<file path="src/rtl/fifo_tx_pkg.sv">
// Shared types and line levels for the FIFO nibble transmitter.
// FIFO_TX_PARITY_EN adds the PARITY state to the state enum.
package fifo_tx_pkg;

  typedef enum logic [2:0] {
    IDLE  = 3'd0,
    REQ   = 3'd1,
    WAIT  = 3'd2,
    START = 3'd3,
    DATA  = 3'd4,
`ifdef FIFO_TX_PARITY_EN
    PARITY = 3'd5,
`endif
    STOP  = 3'd6
  } state_t;

  localparam logic TX_IDLE_LEVEL  = 1'b1;
  localparam logic TX_START_LEVEL = 1'b0;

endpackage

</file>
<file path="src/rtl/fifo_tx_baud_cnt.sv">
// Bit-period counter: counts CLKS_PER_BIT clocks, flags the last one, and
// restarts on a synchronous clear or after each completed bit.
module fifo_tx_baud_cnt #(
  parameter int CLKS_PER_BIT = 4
) (
  input  logic clk,
  input  logic rst,
  input  logic clear,
  output logic bit_done
);

  localparam int CW = (CLKS_PER_BIT > 1) ? $clog2(CLKS_PER_BIT) : 1;
  localparam logic [CW-1:0] LAST = CW'(CLKS_PER_BIT - 1);

  logic [CW-1:0] cnt;

  always_ff @(posedge clk or posedge rst) begin
    if (rst) begin
      cnt <= '0;
    end else if (clear || bit_done) begin
      cnt <= '0;
    end else begin
      cnt <= cnt + 1'b1;
    end
  end

  assign bit_done = (cnt == LAST);

endmodule

</file>
<file path="src/rtl/fifo_nibble_tx.sv">
// Pops nibbles from the 4-bit FIFO and sends each as a start/data/stop frame.
// Define FIFO_TX_PARITY_EN to insert an even-parity bit before the stop bit.
module fifo_nibble_tx
  import fifo_tx_pkg::*;
#(
  parameter int DATA_W       = 4,
  parameter int CLKS_PER_BIT = 4
) (
  input  logic              clk,
  input  logic              rst,
  input  logic              tx_en,
  input  logic              fifo_empty,
  input  logic [DATA_W-1:0] fifo_data,
  output logic              fifo_rnw,
  output logic              fifo_enable,
  output logic              tx,
  output logic              busy
);

  localparam int BW = $clog2(DATA_W + 1);
  localparam logic [BW-1:0] LAST_BIT = BW'(DATA_W - 1);

  state_t            state, state_next;
  logic [DATA_W-1:0] shift, shift_next;
  logic [BW-1:0]     bit_cnt, bit_cnt_next;
  logic              tx_next, busy_next, enable_next, rnw_next;
  logic              bit_done, baud_clear;
`ifdef FIFO_TX_PARITY_EN
  logic              parity, parity_next;
`endif

  // The bit period restarts whenever the FSM changes state.
  assign baud_clear = (state_next != state);

  fifo_tx_baud_cnt #(
    .CLKS_PER_BIT(CLKS_PER_BIT)
  ) u_baud (
    .clk      (clk),
    .rst      (rst),
    .clear    (baud_clear),
    .bit_done (bit_done)
  );

  always_comb begin
    state_next   = state;
    shift_next   = shift;
    bit_cnt_next = bit_cnt;
    tx_next      = tx;
    enable_next  = 1'b0;
    rnw_next     = 1'b1;
    busy_next    = 1'b0;
`ifdef FIFO_TX_PARITY_EN
    parity_next  = parity;
`endif
    case (state)
      IDLE: begin
        if (tx_en && !fifo_empty) begin
          state_next  = REQ;
          enable_next = 1'b1;
          rnw_next    = 1'b0;
        end
      end
      REQ: state_next = WAIT;
      WAIT: begin
        // FIFO read data is only trusted in this cycle.
        shift_next   = fifo_data;
        bit_cnt_next = '0;
`ifdef FIFO_TX_PARITY_EN
        parity_next  = 1'b0;
`endif
        tx_next      = TX_START_LEVEL;
        state_next   = START;
      end
      START: begin
        if (bit_done) begin
          tx_next    = shift[0];
          state_next = DATA;
        end
      end
      DATA: begin
        if (bit_done) begin
          shift_next = shift >> 1;
`ifdef FIFO_TX_PARITY_EN
          parity_next = parity ^ shift[0];
`endif
          if (bit_cnt == LAST_BIT) begin
`ifdef FIFO_TX_PARITY_EN
            tx_next    = parity ^ shift[0];
            state_next = PARITY;
`else
            tx_next    = TX_IDLE_LEVEL;
            state_next = STOP;
`endif
          end else begin
            bit_cnt_next = bit_cnt + 1'b1;
            tx_next      = shift_next[0];
          end
        end
      end
`ifdef FIFO_TX_PARITY_EN
      PARITY: begin
        if (bit_done) begin
          tx_next    = TX_IDLE_LEVEL;
          state_next = STOP;
        end
      end
`endif
      STOP: begin
        if (bit_done) state_next = IDLE;
      end
      default: begin
        tx_next    = TX_IDLE_LEVEL;
        state_next = IDLE;
      end
    endcase
    busy_next = (state_next != IDLE);
  end

  always_ff @(posedge clk or posedge rst) begin
    if (rst) begin
      state       <= IDLE;
      shift       <= '0;
      bit_cnt     <= '0;
      tx          <= TX_IDLE_LEVEL;
      busy        <= 1'b0;
      fifo_enable <= 1'b0;
      fifo_rnw    <= 1'b1;
`ifdef FIFO_TX_PARITY_EN
      parity      <= 1'b0;
`endif
    end else begin
      state       <= state_next;
      shift       <= shift_next;
      bit_cnt     <= bit_cnt_next;
      tx          <= tx_next;
      busy        <= busy_next;
      fifo_enable <= enable_next;
      fifo_rnw    <= rnw_next;
`ifdef FIFO_TX_PARITY_EN
      parity      <= parity_next;
`endif
    end
  end

endmodule

</file>
<file path="config.mk">
export PLATFORM = sky130hd
export DESIGN_NAME = fifo_nibble_tx
export DESIGN_NICKNAME = d
export VERILOG_FILES = /design/src/rtl/fifo_tx_pkg.sv /design/src/rtl/fifo_tx_baud_cnt.sv /design/src/rtl/fifo_nibble_tx.sv
export SDC_FILE = /design/constraint.sdc
export NUM_CORES = 1
export LEC_CHECK = 0
export CORE_UTILIZATION = 57
export DETAILED_ROUTE_END_ITERATION = 8
export PLACE_DENSITY = 0.81
export SYNTH_ARGS = -nofsm -noshare
export SYNTH_HDL_FRONTEND = slang
export SYNTH_SLANG_ARGS = --single-unit
</file>
<file path="constraint.sdc">
create_clock -name clk -period 4.9 [get_ports clk]
set_input_delay 0.98 -clock clk [delete_from_list [all_inputs] [get_ports clk]]
set_output_delay 0.98 -clock clk [all_outputs]
set_load 0.01 [all_outputs]
</file>
# Yosys cells after proc, flatten, opt, wreduce, memory -nomap -nowiden
# Cells that the tools add are included.
# op_classes
add_sub_neg	2
eq_ne	11
mux	20
bitwise_logic	1
n_reduce_logical	10
# op_table
operator	n
$mux 3	7
$pmux 3 s6	1
$eq 3x2->1 const B	3
$pmux 4 s2	1
$mux 1	7
$eq 3x3->1 const B	2
$pmux 3 s2	1
$reduce_and 3->1	2
$mux 4	1
$ne 2x1->1 const B	2
$pmux 1 s4	1
$add 3x1->3 const B	1
$eq 3x1->1 const B	1
$logic_not 3->1	1
$ne 3x3->1	1
$reduce_bool 3->1	1
$reduce_or 3->1	1
$add 2x1->2 const B	1
$eq 2x2->1 const B	1
$mux 2	1
$ne 2x2->1 const B	1
$reduce_and 2->1	1
$reduce_bool 2->1	1
$logic_and 1x1->1	1
other kinds (3)	3
# word_totals
ff_bits	16
out_inout_bits	4

# Longest topological paths before layout
# Gate-level depths: netlist of the first run.
# depth
word_depth	7
depth_mapped	5
depth_no_buf	5

# Hierarchy
# Synthesis of the first run repeated with hierarchy kept, for this count alone.
# hier_totals
hier_cells	85
hier_area_um2	899.6
# by_module_without_submodules
module	instances	cells_per_inst	area_per_inst_um2
fifo_nibble_tx	1	79	810.8
fifo_tx_baud_cnt	1	6	88.8

# Least setup slack after synthesis of the first run
# No wires, ideal clock.
# synth_timing
path_type	input to register
start	input port tx_en
end	register u_baud.cnt[0]
setup_ps	122
arrival_time_ps	1606
slack_ps	3172
cell_stages	3
n_path_buf	0
cell_sequence	nor2b_1 -> o21a_1 -> a2111oi_1
# synth_via
elab_chain_cells	6
# synth_rtl
element	line	text
start: declaration	fifo_nibble_tx.sv:11	input logic tx_en,
$logic_and 1x1->1	fifo_nibble_tx.sv:57	if (tx_en && !fifo_empty) begin
$mux 3	fifo_nibble_tx.sv:57	
$pmux 3 s6	fifo_nibble_tx.sv:55	case (state)
$ne 3x3->1	fifo_nibble_tx.sv:33	assign baud_clear = (state_next != state);
$logic_or 1x1->1	fifo_tx_baud_cnt.sv:20	end else if (clear || bit_done) begin
$mux 2	fifo_tx_baud_cnt.sv:20	
end signal: assignment	fifo_tx_baud_cnt.sv:23	cnt <= cnt + 1'b1;
end: declaration	fifo_tx_baud_cnt.sv:15	logic [CW-1:0] cnt;
# No other way between the ends.
# A chain may end at the register's enable or synchronous reset.

# Worst setup path in the final report of the first run
# layout_timing
start	register fifo_rnw
end	output port fifo_rnw
# layout_rtl
element	line	text
start: declaration	fifo_nibble_tx.sv:14	output logic fifo_rnw,
start signal: assignment	fifo_nibble_tx.sv:138	fifo_rnw <= rnw_next;
# No word-level cell between the ends.

==> summary.txt, run 1 <==
Run status
  • Status: finished, final reports clean

Placement
  • Placer congestion estimate: 0.6984
  • Dpl hpwl: about 1200 um
  • Port Buf Inserts: 11
  • Cell Area, Placed: ~0.0010 mm2

Critical path
  • Worst path max stage delay: between 500 and 600 ps
  • Crit path max-delay family: buffers and inverters
  • Crit start category: flip-flop
  • Setup crit end kind: output pin
  • Critical Path RT: approximately 3900 ps
  • Worst path cell trace: clkdlybuf4s50_1
  • CP arrival: 1340 ps
  • CP Max Fanout: 1
  • Crit path kind: reg2out
  • CP max stage cell: clkdlybuf4s50_1
  • Worst Path Buf+Inv: 1
  • Flop2flop setup slack: around 3100 ps

Drt
  • DRT Wirelength: 1540 um
  • Vias/cell: 5.854
  • TritonRoute pass-1 iters: 4
  • DRC: 0
  • DR vias: around 600
  • Drt first-iter violations: 6
  • Drt wl/cell: approximately 15 um
  • Routed Antenna Nets: 0

Pwr
  • VDD IR-drop max: approximately 0.29 mV
  • Pleak: between 0.0004 and 0.0005 uW
  • P per Cell Area: approximately 490 mW/mm2

Global routing
  • Vias in the first global route: 625
  • First-pass GRT wire length: 2615 um
  • GRT overflow: 0
  • GRT Total Usage: 0.1926
  • Pin count of the biggest net entering global routing: 17
  • Antenna violations before repair: 0

Floorplanning
  • Core area: roughly 0.0015 mm2
  • I/O pin total: 12
  • Starting utilization of the core area: 0.6141
  • DIE AREA: between 0.0015 and 0.002 mm2
  • Die extent in y: ~43 um
  • Num rows: 14
  • DIE WIDTH: 42.52 um

Hold path
  • Worst min path class: reg2reg

Layout
  • Share of layout cells above drive strength 1: 0.2529
  • Antenna Cells: 0
  • Nets@finish: 100
  • Synth-to-Final Area Change: 12.57%
  • Finished Cell Area: approximately 0.0011 mm2

Run
  • Max-cap check violation count: 0

Clock network
  • Post-CTS setup buffers: 0
  • Resized Gates After CTS: 0
  • H-tree depth: 1
  • Clk slew on worst S/H paths: ~90 ps
  • TritonCTS Sinks: 16
  • CTS tree: done
  • Clk_lat worst skew: around 270 ps
  • Root buf cell: clkbuf_4
  • Clk buf depth: 2
  • Cts bufs inserted: 3
  • Cts hold-fix bufs: 0

STA
  • Final Skew: between 3 and 4 ps
  • Final TNS setup: 0 ps
  • Setup violators final: 0
  • Max-Slew Margin vs Limit: 0.5641
  • Fin crit period: roughly 2300 ps
  • Worst-Margin Slew: between 600 and 700 ps
  • RSZ-0062 raised after global routing: no
  • Hold Vio Cnt, Final: 0
  • Final Slew Violations: 0
  • Achievable frequency: around 430 MHz
  • Final worst-path cycle share: 0.4726

Yosys
  • Netlist Area Pre-Place: slightly above 900 um2
  • Post-synth EDFFs: 0
  • YS warnings: 0
  • Synth Register Bits: 16
  • Yosys cell types: 32
  • Synthesized net count: between 80 and 90
  • Seq/Total Area, Yosys: 0.4305
  • Gate count of the mapped netlist: just under 80
  • Post-synth top flop: dfrtp_1
  • Average size of a mapped cell: approximately 12 um2
  • Asr flop ratio synth: 1.000
## worst paths after layout
path / startpoint / cells past startpoint / endpoint
max in group asynchronous: rst / 2 / shift[0]$_DFFE_PP0P_
worst max register to register: state[2]$_DFF_PP0_ / 3 / shift[1]$_DFFE_PP0P_
worst min-delay path: u_baud.cnt[0]$_DFF_PP0_ / 1 / u_baud.cnt[0]$_DFF_PP0_
min in group asynchronous: rst / 2 / state[1]$_DFF_PP0_
worst max-delay path: fifo_rnw$_DFF_PP1_ / 1 / fifo_rnw
worst min register to register: u_baud.cnt[0]$_DFF_PP0_ / 1 / u_baud.cnt[0]$_DFF_PP0_
## cell usage in the layout (no fill, tap or decap), types with 2 or more instances in the layout
| master | count |
|---|---|
| dfrtp_1 | 14 |
| clkdlybuf4s50_1 | 11 |
| inv_1 | 5 |
| mux2_4 | 5 |
| o21ai_0 | 4 |
| nand2_1 | 4 |
| nand2b_1 | 3 |
| mux2i_1 | 3 |
| nor3b_2 | 3 |
| a21oi_1 | 3 |
| nor2b_1 | 3 |
| mux2_2 | 3 |
| ha_1 | 3 |
| clkbuf_4 | 3 |
| o22ai_1 | 2 |
| a2111oi_1 | 2 |
| dfstp_2 | 2 |
## layer usage
layer / global-route usage / up-vias / share of wire
met2: 0.3538 / 13 / 0.52
li1: - / 297 / -
met5: 0 / - / 0
met4: 0.07500 / 0 / 0.0058
met3: 0.02586 / 2 / 0.026
met1: 0.2228 / 291 / 0.45
## Yosys cell counts (2+ instances only)
cell type,n,area [um2]
a21oi_1,3,15.01
nor2b_1,3,18.77
nand2b_1,3,18.77
mux2_2,3,33.78
mux2i_1,3,30.03
inv_1,5,18.77
a2111oi_1,2,20.02
dfstp_2,2,52.55
buf_6,2,22.52
nor3b_2,3,37.54
dfrtp_1,14,350.3
o22ai_1,2,12.51
ha_1,3,37.54
nand2_1,4,15.01
o21ai_0,4,20.02
mux2_4,5,75.07
## sequential cells by signal, summed over array words and instances, names as in the netlist
name	cells
busy	1
bit_cnt	3
state	3
fifo_rnw	1
tx	1
shift	4
u_baud.cnt	2
fifo_enable	1
## kinds of logic after synthesis
group	share of synthesized area
AOI/OAI and AO/OA	0.1350
adders and majority gates	0.04011
buffers and inverters	0.05748
DFF	0.4305
muxes	0.1484
and+or+nand+nor	0.1885
## where the power goes
group	total, uW	internal (uW)	switching [uW]	leakage [uW]
clock	65.1	28.4	36.6	0.0000138
sequential	239	178	61.4	0.000191
combinational	207	120	87.0	0.000263
## metrics by stage
| step | power [uW] | instances | utilization | hold WS [ps] | setup slack [ps] |
|---|---|---|---|---|---|
| detailed placement | 450.9 | 100 | 0.6765 | 441.2 | 2677 |
| CTS | 514.8 | 103 | 0.6913 | 453.4 | 2572 |
| global route | 544.8 | 103 | 0.6913 | 477.0 | 2542 |
| global placement | 437.9 | 100 | 0.6765 | 430.9 | 2755 |
| floorplan | 407.2 | 77 | - | 416.2 | 3172 |
| finish | 511.8 | 103 | 0.6913 | 450.9 | 2584 |
## layout make-up
class,count,area [um2]
clock buffers,3,22.52
fillers,111,470.5
repair buffers,11,110.1
flip-flops and latches,16,402.9
inverters,5,18.77
multi-input cells,52,479.2
well taps,16,20.02
Power figures use the tool's default switching activity.
==> inputs of run 2 (changes only) <==
Settings changed: CORE_UTILIZATION 57 to 53, PLACE_DENSITY 0.81 to 0.76.
Clock period 4.9 ns to 2.35 ns, I/O delays scaled along.
==> summary.txt, run 2 (synthesis results as in run 1) <==
Clock network
  • Cts hold-fix bufs: 0 (unchanged)
  • H-tree depth: 1 (unchanged)
  • Clk slew on worst S/H paths: 80 ps (about the same)
  • Root buf cell: clkbuf_4
  • TritonCTS Sinks: 16 (unchanged)
  • Resized Gates After CTS: 0 (unchanged)
  • Post-CTS setup buffers: 0 (unchanged)
  • Clk_lat worst skew: 270 ps (about the same)
  • CTS tree: done
  • Cts bufs inserted: 3 (unchanged)
  • Clk buf depth: 2 (unchanged)

Floorplanning
  • Die extent in y: 44.02 um (+3.5%)
  • Starting utilization of the core area: 0.5937 (-0.02047)
  • Num rows: 14 (unchanged)
  • Core area: 0.001577 mm2 (+3.4%)
  • DIE AREA: 0.001938 mm2 (+7.2%)
  • I/O pin total: 12 (unchanged)
  • DIE WIDTH: 44.02 um (+3.5%)

Pwr
  • VDD IR-drop max: 0.6660 mV (+130%)
  • Pleak: 0.0004720 uW (+0.96%)
  • P per Cell Area: 1004 mW/mm2 (+110%)

Critical path
  • R2R Path End: shift[0]$_DFFE_PP0P_
  • Reg2Reg Depth: 3 (unchanged)
  • Worst path max stage delay: 540 ps (about the same)
  • WP depth: 1 (unchanged)
  • Worst setup path end: tx
  • Setup crit end kind: output pin
  • CP max stage cell: dfstp_2
  • Worst setup startpoint: tx$_DFFE_PP1P_
  • Worst r2r src: state[2]$_DFF_PP0_
  • Crit path max-delay family: flip-flops
  • Worst path cell trace: clkdlybuf4s50_1
  • Critical Path RT: 1880 ps (-2040 ps)
  • Crit start category: flip-flop
  • CP Max Fanout: 2 (+1)
  • CP arrival: 1330 ps (about the same)
  • Crit path kind: reg2out
  • Worst Path Buf+Inv: 1 (unchanged)
  • Flop2flop setup slack: 570 ps (-2530 ps)

Placement
  • Placer congestion estimate: 0.7698 (+10%)
  • Dpl hpwl: 1106 um (-5.6%)
  • Cell Area, Placed: 0.001039 mm2 (+0.73%)
  • Port Buf Inserts: 11 (unchanged)
  • Dpl ws: 591.7 ps (-2085 ps)

Layout
  • Commonest cells after routing, fill and taps aside: dfrtp_1 (14), clkdlybuf4s50_1 (11), inv_1 (5), mux2_4 (5)
  • Largest Register: shift
  • Synth-to-Final Area Change: 13.37%
  • Max reg flops: 4 (unchanged)
  • Most common library cell in the layout ignoring fill and taps: dfrtp_1
  • Nets@finish: 101 (+1.0%)
  • Fin util: 0.6730 (-0.01828)
  • Biggest regs: shift: 4 flops, bit_cnt: 3 flops, state: 3 flops
  • Share of layout cells above drive strength 1: 0.2614 (+0.008490)
  • Antenna Cells: 0 (unchanged)
  • Finished Cell Area: 0.001061 mm2 (+0.71%)

Global routing
  • First-pass GRT wire length: 2477 um (-5.3%)
  • Vias in the first global route: 570 (-8.8%)
  • Antenna violations before repair: 0 (unchanged)
  • Pin count of the biggest net entering global routing: 17 (unchanged)
  • GRT Total Usage: 0.1705 (-0.02204)
  • GRT overflow: 0 (unchanged)

Hold path
  • Worst min path class: reg2reg

Drt
  • DRT Wirelength: 1434 um (-6.9%)
  • Drt first-iter violations: 13 (+7)
  • Routed length on met2: 700 um (-12%)
  • DR top layer: met3
  • DRT met1 WL: 677 um (-2.2%)
  • Vias/cell: 6.019 (+2.8%)
  • Met3 Wirelength: 55 um (+38%)
  • TritonRoute pass-1 iters: 6 (+2)
  • DR vias: 626 (+3.8%)
  • Routed Antenna Nets: 0 (unchanged)
  • DRC: 0 (unchanged)
  • Drt wl/cell: 13.79 um (-7.8%)

Run status
  • Status: finished, final reports clean

STA
  • Final Slew Violations: 0 (unchanged)
  • Final Skew: 3.459 ps (-0.4572 ps)
  • Worst-Margin Slew: 585.7 ps (-68.12 ps)
  • Setup violators final: 0 (unchanged)
  • Final worst slack: 549.5 ps (-2035 ps)
  • Achievable frequency: about 560 MHz
  • Hold Vio Cnt, Final: 0 (unchanged)
  • Fin crit period: between 1500 and 2000 ps
  • RSZ-0062 raised after global routing: no
  • Max-Slew Margin vs Limit: 0.6091 (+0.04499)
  • Final worst-path cycle share: 0.7662
  • Final TNS setup: 0 ps (unchanged)

Run
  • Max-cap check violation count: 0 (unchanged)
## run 2: cell types whose count changed in the layout (fill, tap and decap cells not counted)
| cell | delta |
|---|---|
| buf_4 | +1 |
## run 2: worst min-delay path by stage
| stage | endpoint | startpoint | cells after the start |
|---|---|---|---|
| 2_1_floorplan | bit_cnt[0]$_DFFE_PP0P_ | rst | 1 |
| 3_3_place_gp | u_baud.cnt[0]$_DFF_PP0_ | u_baud.cnt[0]$_DFF_PP0_ | 1 |
| 3_5_place_dp | u_baud.cnt[0]$_DFF_PP0_ | u_baud.cnt[0]$_DFF_PP0_ | 1 |
| 4_1_cts | u_baud.cnt[0]$_DFF_PP0_ | u_baud.cnt[0]$_DFF_PP0_ | 1 |
| 5_1_grt | u_baud.cnt[0]$_DFF_PP0_ | u_baud.cnt[0]$_DFF_PP0_ | 1 |
| 6_report | u_baud.cnt[0]$_DFF_PP0_ | u_baud.cnt[0]$_DFF_PP0_ | 1 |
## run 2: power breakdown
| part | switching, uW | internal [uW] |
|---|---|---|
| combinational | 190 | 258 |
| clock | 74.3 | 59.2 |
| sequential | 113 | 372 |
| total | 377 | 689 |
## run 2: per-layer routing
layer  global-route usage  up-vias
li1                     -      299
met1               0.2447      309
met2               0.2588       18
met3              0.02857        0
met4              0.06667        0
met5                    0        -
## run 2: per-stage QoR
| step | hold slack, ps | cells | total power (uW) |
|---|---|---|---|
| floorplan | 382.3 | 77 | 849.2 |
| global placement | 431.9 | 101 | 929.0 |
| detailed placement | 438.7 | 101 | 940.2 |
| CTS | 450.6 | 104 | 1076 |
| global route | 456.7 | 104 | 1142 |
| finish | 446.4 | 104 | 1066 |
## run 2: final cells by class
type	count	area, um2
timing repair buffer	12	117.6
sequential	16	402.9
clock buffer	3	22.52
tap	16	20.02
inverter	5	18.77
multi-input combinational	52	479.2
fill	126	515.5
